$ cat config.mk
export PLATFORM = sky130hd
export DESIGN_NAME = burst_sequencer
export DESIGN_NICKNAME = d
export VERILOG_FILES = /design/src/rtl/burst_sequencer.sv
export SDC_FILE = /design/constraint.sdc
export NUM_CORES = 1
export LEC_CHECK = 0
export ABC_AREA = 0
export CORE_MARGIN = 8
export CORE_UTILIZATION = 40
export CTS_BUF_LIST = sky130_fd_sc_hd__clkbuf_4
export CTS_CLUSTER_DIAMETER = 120
export DETAILED_ROUTE_END_ITERATION = 16
export MAX_ROUTING_LAYER = met4
export PLACE_DENSITY = 0.69
export SETUP_SLACK_MARGIN = 0.15
export SYNTH_ARGS = -nofsm -noshare
export SYNTH_HDL_FRONTEND = slang
export SYNTH_SLANG_ARGS = --single-unit
$ cat constraint.sdc
create_clock -name clk -period 2.5 [get_ports clk]
set_input_delay 0.5 -clock clk [delete_from_list [all_inputs] [get_ports clk]]
set_output_delay 0.5 -clock clk [all_outputs]
set_load 0.005 [all_outputs]
$ cat src/rtl/burst_sequencer.sv
// Expands one column command into BL single-beat accesses on the per-bank Chip
// arrays and returns the Chip's read data as a BL-beat stream.
module burst_sequencer #(
  parameter int BGWIDTH      = 2,
  parameter int BANKGROUPS   = 2**BGWIDTH,
  parameter int BAWIDTH      = 2,
  parameter int COLWIDTH     = 10,
  parameter int DEVICE_WIDTH = 4,
  parameter int BL           = 8,
  parameter int CHWIDTH      = 5
) (
  input  logic                    clk,
  input  logic                    reset_n,
  input  logic                    cmd_valid,
  output logic                    cmd_ready,
  input  logic                    cmd_wr,
  input  logic [BGWIDTH-1:0]      cmd_bg,
  input  logic [BAWIDTH-1:0]      cmd_ba,
  input  logic [CHWIDTH-1:0]      cmd_row,
  input  logic [COLWIDTH-1:0]     cmd_col,
  input  logic                    wdata_valid,
  output logic                    wdata_ready,
  input  logic [DEVICE_WIDTH-1:0] wdata,
  output logic                    rdata_valid,
  output logic                    rdata_last,
  output logic [DEVICE_WIDTH-1:0] rdata,
  output logic                    busy,
  output logic                    rd_o_wr [BANKGROUPS][2**BAWIDTH],
  output logic [CHWIDTH-1:0]      row     [BANKGROUPS][2**BAWIDTH],
  output logic [COLWIDTH-1:0]     column  [BANKGROUPS][2**BAWIDTH],
  output logic [DEVICE_WIDTH-1:0] dqin    [BANKGROUPS][2**BAWIDTH],
  input  logic [DEVICE_WIDTH-1:0] dqout   [BANKGROUPS][2**BAWIDTH]
);
  localparam int BANKSPERGROUP = 2**BAWIDTH;
  localparam int CNTW = $clog2(BL) + 1;
  localparam logic [COLWIDTH-1:0] BLK_MASK = COLWIDTH'(BL - 1);

  typedef enum logic [1:0] {IDLE, WRITE, READ, DRAIN} state_t;

  state_t state, state_nx;
  logic [CNTW-1:0] cnt, cnt_nx, beat;

  logic [BGWIDTH-1:0]  bg_q;
  logic [BAWIDTH-1:0]  ba_q;
  logic [CHWIDTH-1:0]  row_q;
  logic [COLWIDTH-1:0] col_q;

  logic                    latch, issue_rd;
  logic                    chip_load, chip_hold, chip_wr;
  logic [BGWIDTH-1:0]      chip_bg;
  logic [BAWIDTH-1:0]      chip_ba;
  logic [CHWIDTH-1:0]      chip_row;
  logic [COLWIDTH-1:0]     chip_col;
  logic [DEVICE_WIDTH-1:0] chip_dq;

  logic               vld_p0, vld_p1;
  logic               last_p0, last_p1;
  logic [BGWIDTH-1:0] bg_p0, bg_p1;
  logic [BAWIDTH-1:0] ba_p0, ba_p1;

  // Beat k column: upper bits fixed, low bits wrap inside the BL-aligned block.
  function automatic logic [COLWIDTH-1:0] beat_col(input logic [COLWIDTH-1:0] base,
                                                   input logic [CNTW-1:0] k);
    logic [COLWIDTH-1:0] step;
    step = base + COLWIDTH'(k);
    return (base & ~BLK_MASK) | (step & BLK_MASK);
  endfunction

  assign cmd_ready   = (state == IDLE);
  assign wdata_ready = (state == WRITE);
  assign busy        = (state != IDLE);

  always_ff @(posedge clk or negedge reset_n) begin
    if (!reset_n) begin
      state <= IDLE;
      cnt   <= '0;
    end else begin
      state <= state_nx;
      cnt   <= cnt_nx;
    end
  end

  always_comb begin
    state_nx  = state;
    cnt_nx    = cnt;
    beat      = cnt;
    latch     = 1'b0;
    issue_rd  = 1'b0;
    chip_load = 1'b0;
    chip_hold = 1'b0;
    chip_wr   = 1'b0;
    chip_bg   = bg_q;
    chip_ba   = ba_q;
    chip_row  = row_q;
    chip_col  = beat_col(col_q, cnt);
    chip_dq   = '0;
    case (state)
      IDLE: begin
        if (cmd_valid) begin
          latch = 1'b1;
          if (cmd_wr) begin
            state_nx = WRITE;
            cnt_nx   = '0;
          end else begin
            // Read beat 0 goes out on the accept edge itself.
            state_nx  = READ;
            cnt_nx    = CNTW'(1);
            beat      = '0;
            issue_rd  = 1'b1;
            chip_load = 1'b1;
            chip_bg   = cmd_bg;
            chip_ba   = cmd_ba;
            chip_row  = cmd_row;
            chip_col  = cmd_col;
          end
        end
      end
      WRITE: begin
        if (wdata_valid) begin
          chip_load = 1'b1;
          chip_wr   = 1'b1;
          chip_dq   = wdata;
          if (cnt == CNTW'(BL - 1)) begin
            state_nx = IDLE;
            cnt_nx   = '0;
          end else begin
            cnt_nx = cnt + 1'b1;
          end
        end else begin
          chip_hold = 1'b1;
        end
      end
      READ: begin
        if (cnt == CNTW'(BL)) begin
          state_nx  = DRAIN;
          cnt_nx    = '0;
          chip_hold = 1'b1;
        end else begin
          issue_rd  = 1'b1;
          chip_load = 1'b1;
          cnt_nx    = cnt + 1'b1;
        end
      end
      DRAIN: state_nx = IDLE;
      default: state_nx = IDLE;
    endcase
  end

  always_ff @(posedge clk) begin
    if (latch) begin
      bg_q  <= cmd_bg;
      ba_q  <= cmd_ba;
      row_q <= cmd_row;
      col_q <= cmd_col;
    end
  end

  // Chip-side registers: only the addressed bank carries a value, all others zero.
  always_ff @(posedge clk or negedge reset_n) begin
    if (!reset_n) begin
      for (int g = 0; g < BANKGROUPS; g++) begin
        for (int b = 0; b < BANKSPERGROUP; b++) begin
          rd_o_wr[g][b] <= 1'b0;
          row[g][b]     <= '0;
          column[g][b]  <= '0;
          dqin[g][b]    <= '0;
        end
      end
    end else begin
      for (int g = 0; g < BANKGROUPS; g++) begin
        for (int b = 0; b < BANKSPERGROUP; b++) begin
          if (chip_load && chip_bg == BGWIDTH'(g) && chip_ba == BAWIDTH'(b)) begin
            rd_o_wr[g][b] <= chip_wr;
            row[g][b]     <= chip_row;
            column[g][b]  <= chip_col;
            dqin[g][b]    <= chip_dq;
          end else if (chip_hold && chip_bg == BGWIDTH'(g) && chip_ba == BAWIDTH'(b)) begin
            rd_o_wr[g][b] <= 1'b0;
          end else begin
            rd_o_wr[g][b] <= 1'b0;
            row[g][b]     <= '0;
            column[g][b]  <= '0;
            dqin[g][b]    <= '0;
          end
        end
      end
    end
  end

  // p0: address on Chip pins; p1: Chip presenting dqout; then rdata is sampled.
  always_ff @(posedge clk) begin
    bg_p0   <= chip_bg;
    ba_p0   <= chip_ba;
    last_p0 <= (beat == CNTW'(BL - 1));
    bg_p1   <= bg_p0;
    ba_p1   <= ba_p0;
    last_p1 <= last_p0;
  end

  always_ff @(posedge clk or negedge reset_n) begin
    if (!reset_n) begin
      vld_p0      <= 1'b0;
      vld_p1      <= 1'b0;
      rdata_valid <= 1'b0;
      rdata_last  <= 1'b0;
      rdata       <= '0;
    end else begin
      vld_p0      <= issue_rd;
      vld_p1      <= vld_p0;
      rdata_valid <= vld_p1;
      rdata_last  <= vld_p1 & last_p1;
      if (vld_p1) rdata <= dqout[bg_p1][ba_p1];
    end
  end

endmodule

-- Word-level counts from Yosys, hierarchy flattened
Cells that the tools add are included.
- input bits: 92
- output and inout port bits: 329
- register bits after elaboration: 363
- equality and inequality tests: 32
- mux-type cells: 159
- reductions and logical operators: 47
- order comparisons: 2
- bitwise logic cells: 4
- add/subtract/negate cells: 2
- operators by type and width (operator ; count):
    $mux W10 ; 35
    $mux W5 ; 35
    $mux W4 ; 43
    $logic_and A1 B1 Y1 ; 40
    $ne A2 B2 Y1 const B ; 19
    $bmux W16 S2 ; 1
    $mux W16 ; 2
    $mux W1 ; 26
    $mux W2 ; 11
    $eq A2 B2 Y1 const B ; 6
    $pmux W4 S3 ; 1
    $or A10 B3 Y10 ; 1
    $bmux W4 S2 ; 1
    $eq A4 B3 Y1 const B ; 2
    $pmux W2 S4 ; 1
    $eq A2 B1 Y1 const B ; 3
    $ge A3 B3 Y1 const B ; 2
    $logic_not A2 Y1 ; 3
    $not A2 Y3 ; 2
    $add A4 B1 Y4 const B ; 1
    $eq A4 B4 Y1 const B ; 1
    $pmux W1 S2 ; 2
    $reduce_and A4 Y1 ; 1
    $add A3 B3 Y3 ; 1
    other kinds (6) ; 6

-- Logic depth before layout (Yosys ltp)
Gate-level depths: netlist (run 1).
- depth after elaboration: 8
- depth in mapped cells: 9
- depth with buffers taken out: 7

-- Least setup slack after synthesis (run 1)
OpenSTA, ideal clock, no wires.
- path kind: reg-to-reg
- from: register state[0]
- to: register column[40] (netlist bit)
- path slack: 0.375 ns
- data required time: 2.422 ns
- arrival: 2.047 ns
- clock period less this slack: 2.125 ns
- stages on the path, launching flop included: 10
- cells stage by stage: dfrtp_1 -> inv_1 -> ha_1 -> and3b_1 -> buf_6 -> o32a_1 -> nor4_4 -> buf_6 -> nand2_1 -> a21oi_1
- cells in the longest elaborated chain, start to end: 6
- elaborated cells between the ends (all ways): 16
- classes of those cells: eq/ne (5); mux (6); reduce/logical (5)
- ends and longest elaborated chain (what ; RTL line ; text):
    from (decl) ; 40 ; state_t state, state_nx;
    from (signal assigned) ; 78 ; state <= state_nx;
    $logic_not A2 Y1 (*) ; -- ;
    named net cmd_ready ; 15 ; output logic cmd_ready,
    $mux W2 ; 97 ; case (state)
    $eq A2 B2 Y1 ; 172, 177 ;
    $logic_and A1 B1 Y1 (on tied branches) (2 in a row) ; 172, 177 ;
    $ne A2 B2 Y1 (no line) or $mux W10 (tied branches) ; -- ;
    to (signal, indexed assignment) ; 175 ; column[g][b] <= chip_col;
    to (decl) ; 30 ; output logic [COLWIDTH-1:0] column [BANKGROUPS][2**BAWIDTH],
Mark *: on every way through the listed nets, which the timed path passes. The rest lies on a longest branch.
A chain may end at the register's enable or synchronous reset.

-- Worst setup path after layout (run 1)
- from: register state[0]
- to: register column[68] (netlist bit)
- cells in the longest elaborated chain, start to end: 6
- elaborated cells between the ends (all ways): 16
- classes of those cells: eq/ne (5); mux (6); reduce/logical (5)
- ends and longest elaborated chain (what ; RTL line):
    $logic_not A2 Y1 ; 97
    $mux W2 ; 97
    $eq A2 B2 Y1 ; 172, 177
    $logic_and A1 B1 Y1 (on tied branches) (2 in a row) ; 172, 177
    $ne A2 B2 Y1 (no line) or $mux W10 (tied branches) ; --
Several ways; a longest one is shown, not always the timed one.

==> results of run 1 <==
==> worst max path at each step <==
stage                                   end  cells past startpoint
floorplan            column[40]$_DFFE_PN0P_                      9
global placement    column[121]$_DFFE_PN0P_                      8
detailed placement  column[141]$_DFFE_PN0P_                      8
CTS                             wdata_ready                      4
global route         column[68]$_DFFE_PN0P_                     10
finish               column[68]$_DFFE_PN0P_                     10
==> power groups by stage <==
stage	clock, mW	sequential (mW)	combinational [mW]
2_1_floorplan	0	6.62	1.93
3_3_place_gp	0	6.73	4.08
3_5_place_dp	0	6.74	4.12
4_1_cts	5.13	6.63	4.19
5_1_grt	5.44	6.68	4.88
6_report	5.01	6.64	4.57
==> per-stage QoR <==
stage	TNS (ns)	cell area [um^2]	std cells	util (%)	hold slack (ns)
global route	-0.0557	21600	2423	61.2	0.267
global placement	-3.41	19500	2230	55.1	0.312
floorplan	0	14300	1351	-	0.204
detailed placement	-11.53	19500	2230	55.1	0.312
CTS	0	20600	2384	58.4	0.247
finish	0	21600	2423	61.2	0.323
==> sequential cells by signal (all words and copies together), names as in the netlist, 4 cells and up <==
name     flops
column     160
row         80
dqin        64
rd_o_wr     16
col_q       10
row_q        5
cnt          4
rdata        4
==> per-layer routing <==
| metal | vias up | track usage [%] | part of all wire, % | wire length (um) |
|---|---|---|---|---|
| met5 | - | - | 0 | 0 |
| met1 | 6310 | 27.8 | 39 | 20800 |
| met2 | 571 | 37.7 | 48 | 25700 |
| met4 | 0 | 7.38 | 2.3 | 1260 |
| met3 | 87 | 8.98 | 11 | 5920 |
| li1 | 5711 | - | - | - |
==> area by class of cell <==
type,count,area (um^2),area share [%]
Clock buffer,137,1030,4.76
Sequential cell,363,9130,42.3
Antenna cell,7,17.5,0.0811
Clock inverter,14,106,0.492
Inverter,11,41.3,0.191
Tap cell,461,577,2.67
Multi-Input combinational cell,894,5100,23.6
Timing Repair Buffer,536,5600,25.9
==> cell usage in the layout, fill, tap and decap left out, types with 24 or more instances in the layout <==
master and instances:
buf_12 24, nor2_1 26, a21oi_1 259, a21oi_2 63, clkbuf_4 137, clkdlybuf4s50_1 416, nand2_2 31, dfrtp_1 334
buf_4 70, nand2_1 380
==> repair_timing <==
action | CTS | global route
endpoints found under the hold margin | 54 | 0
resized for setup | 11 | 154
setup buffers | 2 | 15
endpoints found under the setup margin | 14 | 239
pin swaps | 1 | 79
hold buffers | 1 | 0
cloned | 0 | 17
==> kinds of logic after synthesis <==
kind of cell               after synthesis
and+or+nand+nor                        493
AOI/OAI and AO/OA                      364
DFF                                    363
buffers and inverters                   94
muxes                                   27
adders and majority gates                8
xor gates and xnor gates                 2
==> impl_metrics.py, run 1 <==
metrics = {
    "outcome": {
        "outcome": "completed",
    },
    "route": {
        "avgViaCountPerCell": 5.23,
        "drcViolationCount": 0,
        "vias": 12679,
        "wl_per_cell_um": 22.1,
        "drt_iter0_markers": 993,
        "firstDrtPassIters": 5,
        "ant_nets": 0,
        "wl_um": 53600,
    },
    "yosys": {
        "synth_area_um2": 14300,
        "synth_simple_gate_area_share_pct": 14.4,
        "synth.distinct_cells": 51,
        "synth_top_family_by_area": "simple AND/OR/NAND/NOR gates",
        "synth-xor-area-share_pct": 0.123,
        "synth_top_cell_by_area": "dfrtp_1",
        "synth_mux_area_share_pct": 3.32,
        "netlist.area_leader.share_pct": 58.6,
        "syn_nets": 1451,
        "seq_area_frac_synth_pct": 64.0,
        "synthTopCellsByCount": "nand2_1 (424), dfrtp_1 (334), a21oi_1 (322), clkbuf_1 (44), buf_6 (27)",
        "synth_cells": 1351,
        "synthAdderAreaFrac_pct": 0.754,
        "yosysWarnings": 0,
        "async_flop_share_pct": 92.0,
        "synth_area_leaders": "dfrtp_1 (59%), a21oi_1 (11%), nand2_1 (11%), edfxtp_1 (4.0%), mux4_2 (2.5%)",
        "synthFlopType": "dfrtp_1",
        "synth_compound_area_share_pct": 13.5,
        "synth.most_common_cell": "nand2_1",
        "syn_area_per_cell_um2": 10.6,
        "synth-edff-count": 19,
        "ys_seq_elements": 363,
    },
    "power_and_ir_drop": {
        "p_sw_mw": 5.23,
        "p_leak_nw": 9.00,
        "peakVddDrop_mv": 0.453,
        "p_total_mw": 16.2,
        "power.density_nw_per_um2": 751,
        "power_frac_clock_pct": 30.9,
        "power.internal_mw": 11.0,
        "seqPwrFrac_pct": 40.9,
        "combPwrFrac_pct": 28.2,
        "p_sw_share_pct": 32.2,
    },
    "hold_path": {
        "hold_class": "input port to async pin",
    },
    "cts": {
        "htree_levels": 3,
        "cts_tree": "done",
        "clock_path_buffers": 3,
        "cts_buffers": 92,
        "cts_root_buf": "clkbuf_4",
        "clock-sinks": 363,
        "clk_pin_slew_ns": 0.07,
        "clk_latency_ns": 0.76,
    },
    "floorplan": {
        "start_util_pct": 40.4,
        "fp-row-count": 69,
        "coreArea_um2": 35300,
        "io_pins": 421,
        "die_x_um": 205,
        "die_area_um2": 42000,
        "fp.dieH_um": 205,
    },
    "worst_setup_path": {
        "critPathMaxStageDelay_ns": 0.41,
        "path_max_fanout": 8,
        "worstPathArrival_ns": 3.07,
        "cp-end-kind": "flop",
        "cpMostUsedCell": "buf_6",
        "rrSetupSlack_ns": 0.11,
        "cp.required_ns": 3.18,
        "worstPathCellList": "inv_2, ha_4, buf_6, and3b_2, o32a_1, nor4_4, buf_6, buf_8, nand2_1, a21oi_1",
        "crit_type": "flop to flop",
        "critPathBufInv": 4,
        "cpLargestDelayFamily": "buffers and inverters",
        "r2r_cells": 10,
        "startpoint_type": "flop",
        "startpoint": "state[0]$_DFFE_PN0P_",
        "r2r-start": "state[0]$_DFFE_PN0P_",
        "cp_slowest_cell": "dfrtp_1",
        "r2r-end": "column[68]$_DFFE_PN0P_",
    },
    "global_routing": {
        "grt_max_degree": 67,
        "grt_antenna_before_repair": 5,
        "grt_overflow": 0,
        "grt_first_pass_wirelength_um": 74800,
        "track_usage_pct": 23.8,
        "grt_pass1_vias": 12590,
    },
    "sta": {
        "setup_ws_ns": 0.111,
        "max_freq_mhz": 419,
        "finalSetupViolCount": 0,
        "rsz0062_at_grt": "true",
        "max_slew_margin_pct": 54.5,
        "hold_viol": 0,
        "fin_skew_ns": 0.0256,
        "fin_crit_sh_pct": 95.6,
        "maxSlewViolCount": 0,
        "tightest_slew_ns": 0.681,
        "layout_min_cycle_time_ns": 2.39,
    },
    "final_layout": {
        "fin_nets": 1998,
        "fill_cells": 2873,
        "syn_to_final_growth_pct": 51.4,
        "drive_gt1_share_pct": 21.0,
    },
    "place": {
        "dp_hpwl_um": 35800,
        "dp_slack_ns": -0.171,
        "place_congestion": 0.869,
        "io_buffers": 420,
    },
    "run": {
        "cap_violations": 0,
    },
}
(Power assumes the default switching activity.)
==> inputs of run 2 (changes only) <==
--- a/config.mk
+++ b/config.mk
@@ -11,9 +11,11 @@
 export CTS_BUF_LIST = sky130_fd_sc_hd__clkbuf_4
 export CTS_CLUSTER_DIAMETER = 120
 export DETAILED_ROUTE_END_ITERATION = 16
+export GPL_TIMING_DRIVEN = 0
 export MAX_ROUTING_LAYER = met4
 export PLACE_DENSITY = 0.69
 export SETUP_SLACK_MARGIN = 0.15
+export SLEW_MARGIN = 20
 export SYNTH_ARGS = -nofsm -noshare
 export SYNTH_HDL_FRONTEND = slang
 export SYNTH_SLANG_ARGS = --single-unit
==> constraint.sdc (replaced) <==
create_clock -name clk -period 2.5 [get_ports clk]
set_input_delay 0.625 -clock clk [delete_from_list [all_inputs] [get_ports clk]]
set_output_delay 0.625 -clock clk [all_outputs]
set_load 0.005 [all_outputs]
==> impl_metrics.py, run 2 (same netlist as run 1, synthesis figures left out) <==
metrics = {
    "outcome": {
        "outcome": "completed",
    },
    "global_routing": {
        "grt_first_pass_wirelength_um": 79100,
        "grt_max_degree": 101,
        "grt_overflow": 0,
        "grt_antenna_before_repair": 7,
        "grt_pass1_vias": 12900,
        "track_usage_pct": 25.5,
    },
    "place": {
        "dp_hpwl_um": 39300,
        "place_congestion": 0.883,
        "placedCellCount": 2235,
        "placed_area_um2": 19100,
        "io_buffers": 420,
    },
    "final_layout": {
        "final_cells": 2445,
        "final_area_um2": 21100,
        "largest_reg_flops": 160,
        "seq_area_um2": 9130,
        "regMostFlops": "column",
        "layout_common_cells": "nand2_1 (422), dfrtp_1 (332), a21oi_1 (296), clkdlybuf4s50_1 (224), clkbuf_4 (160)",
        "largestRegisters": "column (160), row (80), dqin (64)",
        "fin_nets": 2006,
        "final_common_cell": "nand2_1",
        "fill_cells": 3086,
        "multi_input_area_um2": 4910,
        "drive_gt1_share_pct": 17.4,
        "syn_to_final_growth_pct": 48.2,
    },
    "sta": {
        "fin_crit_sh_pct": 93.1,
        "finalHoldWorstSlack_ns": 0.315,
        "finalSetupViolCount": 0,
        "maxSlewViolCount": 0,
        "rsz0062_at_grt": "true",
        "tightest_slew_ns": 0.994,
        "fin_skew_ns": 0.0696,
        "layout_min_cycle_time_ns": 2.33,
        "hold_viol": 0,
        "max_freq_mhz": 429,
        "max_slew_margin_pct": 33.7,
    },
    "power_and_ir_drop": {
        "power_frac_clock_pct": 31.9,
        "power.internal_mw": 10.6,
        "p_sw_mw": 5.31,
        "seqPwrFrac_pct": 41.0,
        "p_sw_share_pct": 33.3,
        "p_total_mw": 15.9,
        "combPwrFrac_pct": 27.0,
        "power.density_nw_per_um2": 754,
        "p_leak_nw": 10.3,
        "peakVddDrop_mv": 0.394,
    },
    "floorplan": {
        "die_area_um2": 42000,
        "fp-row-count": 69,
        "start_util_pct": 40.4,
        "io_pins": 421,
        "fp.dieH_um": 205,
        "coreArea_um2": 35300,
        "die_x_um": 205,
    },
    "cts": {
        "clock_path_buffers": 3,
        "clock-sinks": 363,
        "clk_latency_ns": 0.79,
        "cts_root_buf": "clkbuf_4",
        "htree_levels": 3,
        "cts_tree": "done",
        "clk_pin_slew_ns": 0.07,
        "cts_buffers": 95,
    },
    "worst_setup_path": {
        "startpoint_type": "flop",
        "cpMostUsedCell": "buf_6",
        "cpLargestDelayFamily": "buffers and inverters",
        "critPathBufInv": 4,
        "r2r_cells": 10,
        "path_max_fanout": 10,
        "critPathMaxStageDelay_ns": 0.39,
        "worstPathCellList": "inv_2, ha_4, and3b_1, buf_6, o32a_1, nor4_4, buf_12, buf_6, nand2_1, a21oi_1",
        "cp.depth": 10,
        "cp_slowest_cell": "dfrtp_1",
        "cp-end-kind": "flop",
        "worstPathArrival_ns": 3.01,
        "cp.required_ns": 3.18,
        "crit_type": "flop to flop",
    },
    "hold_path": {
        "hold_class": "flop to flop",
        "min_path_cells": 0,
    },
    "route": {
        "ant_nets": 0,
        "drt_iter0_markers": 701,
        "vias": 12647,
        "wl_per_cell_um": 21.9,
        "wl_um": 53500,
        "firstDrtPassIters": 5,
        "avgViaCountPerCell": 5.17,
        "drcViolationCount": 0,
    },
    "run": {
        "cap_violations": 0,
    },
}
==> run 2: power groups by stage <==
stage / clock network [mW] / logic [mW] / registers, mW
floorplan: 0 / 1.93 / 6.62
global placement: 0 / 3.72 / 6.64
detailed placement: 0 / 3.79 / 6.65
CTS: 5.23 / 4.13 / 6.54
global route: 5.56 / 4.64 / 6.58
finish: 5.09 / 4.31 / 6.54
==> run 2: final cells by class <==
class | instances | share of cell area (%)
plain buffers | 83 | 3.19
clock inverters | 24 | 0.598
diodes | 10 | 0.118
inverters | 11 | 0.195
flip-flops and latches | 363 | 43.2
multi-input cells | 894 | 23.2
clock buffers | 141 | 5.01
repair buffers | 458 | 21.7
well taps | 461 | 2.73
==> run 2: worst register-to-register path: stages, from the launching register on <==
cell     delay (ns)
dfrtp_1        0.39
inv_2          0.08
ha_4           0.20
and3b_1        0.18
buf_6          0.14
o32a_1         0.32
nor4_4         0.31
buf_12         0.21
buf_6          0.17
nand2_1        0.07
a21oi_1        0.17
==> run 2: metrics by stage <==
stage | util, % | setup TNS, ns | setup slack [ns]
after global routing | 59.9 | 0 | 0.0443
after CTS | 58.5 | 0 | 0.0631
after floorplan | - | 0 | 0.375
after global placement | 53.9 | -4740.51 | -13.40
final | 59.9 | 0 | 0.172
after detailed placement | 54.2 | -278.63 | -1.12
==> run 2: final timing paths <==
path | from | to | slack, ns
worst max-delay path | state[1]$_DFFE_PN0P_ | row[33]$_DFFE_PN0P_ | 0.17
min in group asynchronous | reset_n | column[110]$_DFFE_PN0P_ | 0.46
worst min-delay path | ba_p0[0]$_DFF_P_ | ba_p1[0]$_DFF_P_ | 0.31
worst max register to register | state[1]$_DFFE_PN0P_ | row[33]$_DFFE_PN0P_ | 0.17
max in group asynchronous | reset_n | column[8]$_DFFE_PN0P_ | 0.83
worst min register to register | ba_p0[0]$_DFF_P_ | ba_p1[0]$_DFF_P_ | 0.31
==> run 2: timing repair <==
item,4_1_cts,5_1_grt
gates resized for setup,257,109
setup buffers,14,17
hold endpoints to repair,76,0
hold buffers,1,0
endpoints found under the setup margin,467,310
cloned,0,3
pin swaps,5,9
==> run 2: per-layer routing <==
layer,vias to the layer above,wire length (um),track usage [%]
li1,5757,-,-
met1,6312,21100,29.7
met2,522,26200,40.9
met3,56,5400,9.68
met4,0,889,7.05
met5,-,0,-
==> inputs of run 3 (changes only) <==
--- a/config.mk
+++ b/config.mk
@@ -6,6 +6,7 @@
 export NUM_CORES = 1
 export LEC_CHECK = 0
 export ABC_AREA = 0
+export CAP_MARGIN = 20
 export CORE_MARGIN = 8
 export CORE_UTILIZATION = 40
 export CTS_BUF_LIST = sky130_fd_sc_hd__clkbuf_4
==> results of run 3 <==
The final DEF is identical to that of run 2; final timing and power are the same.
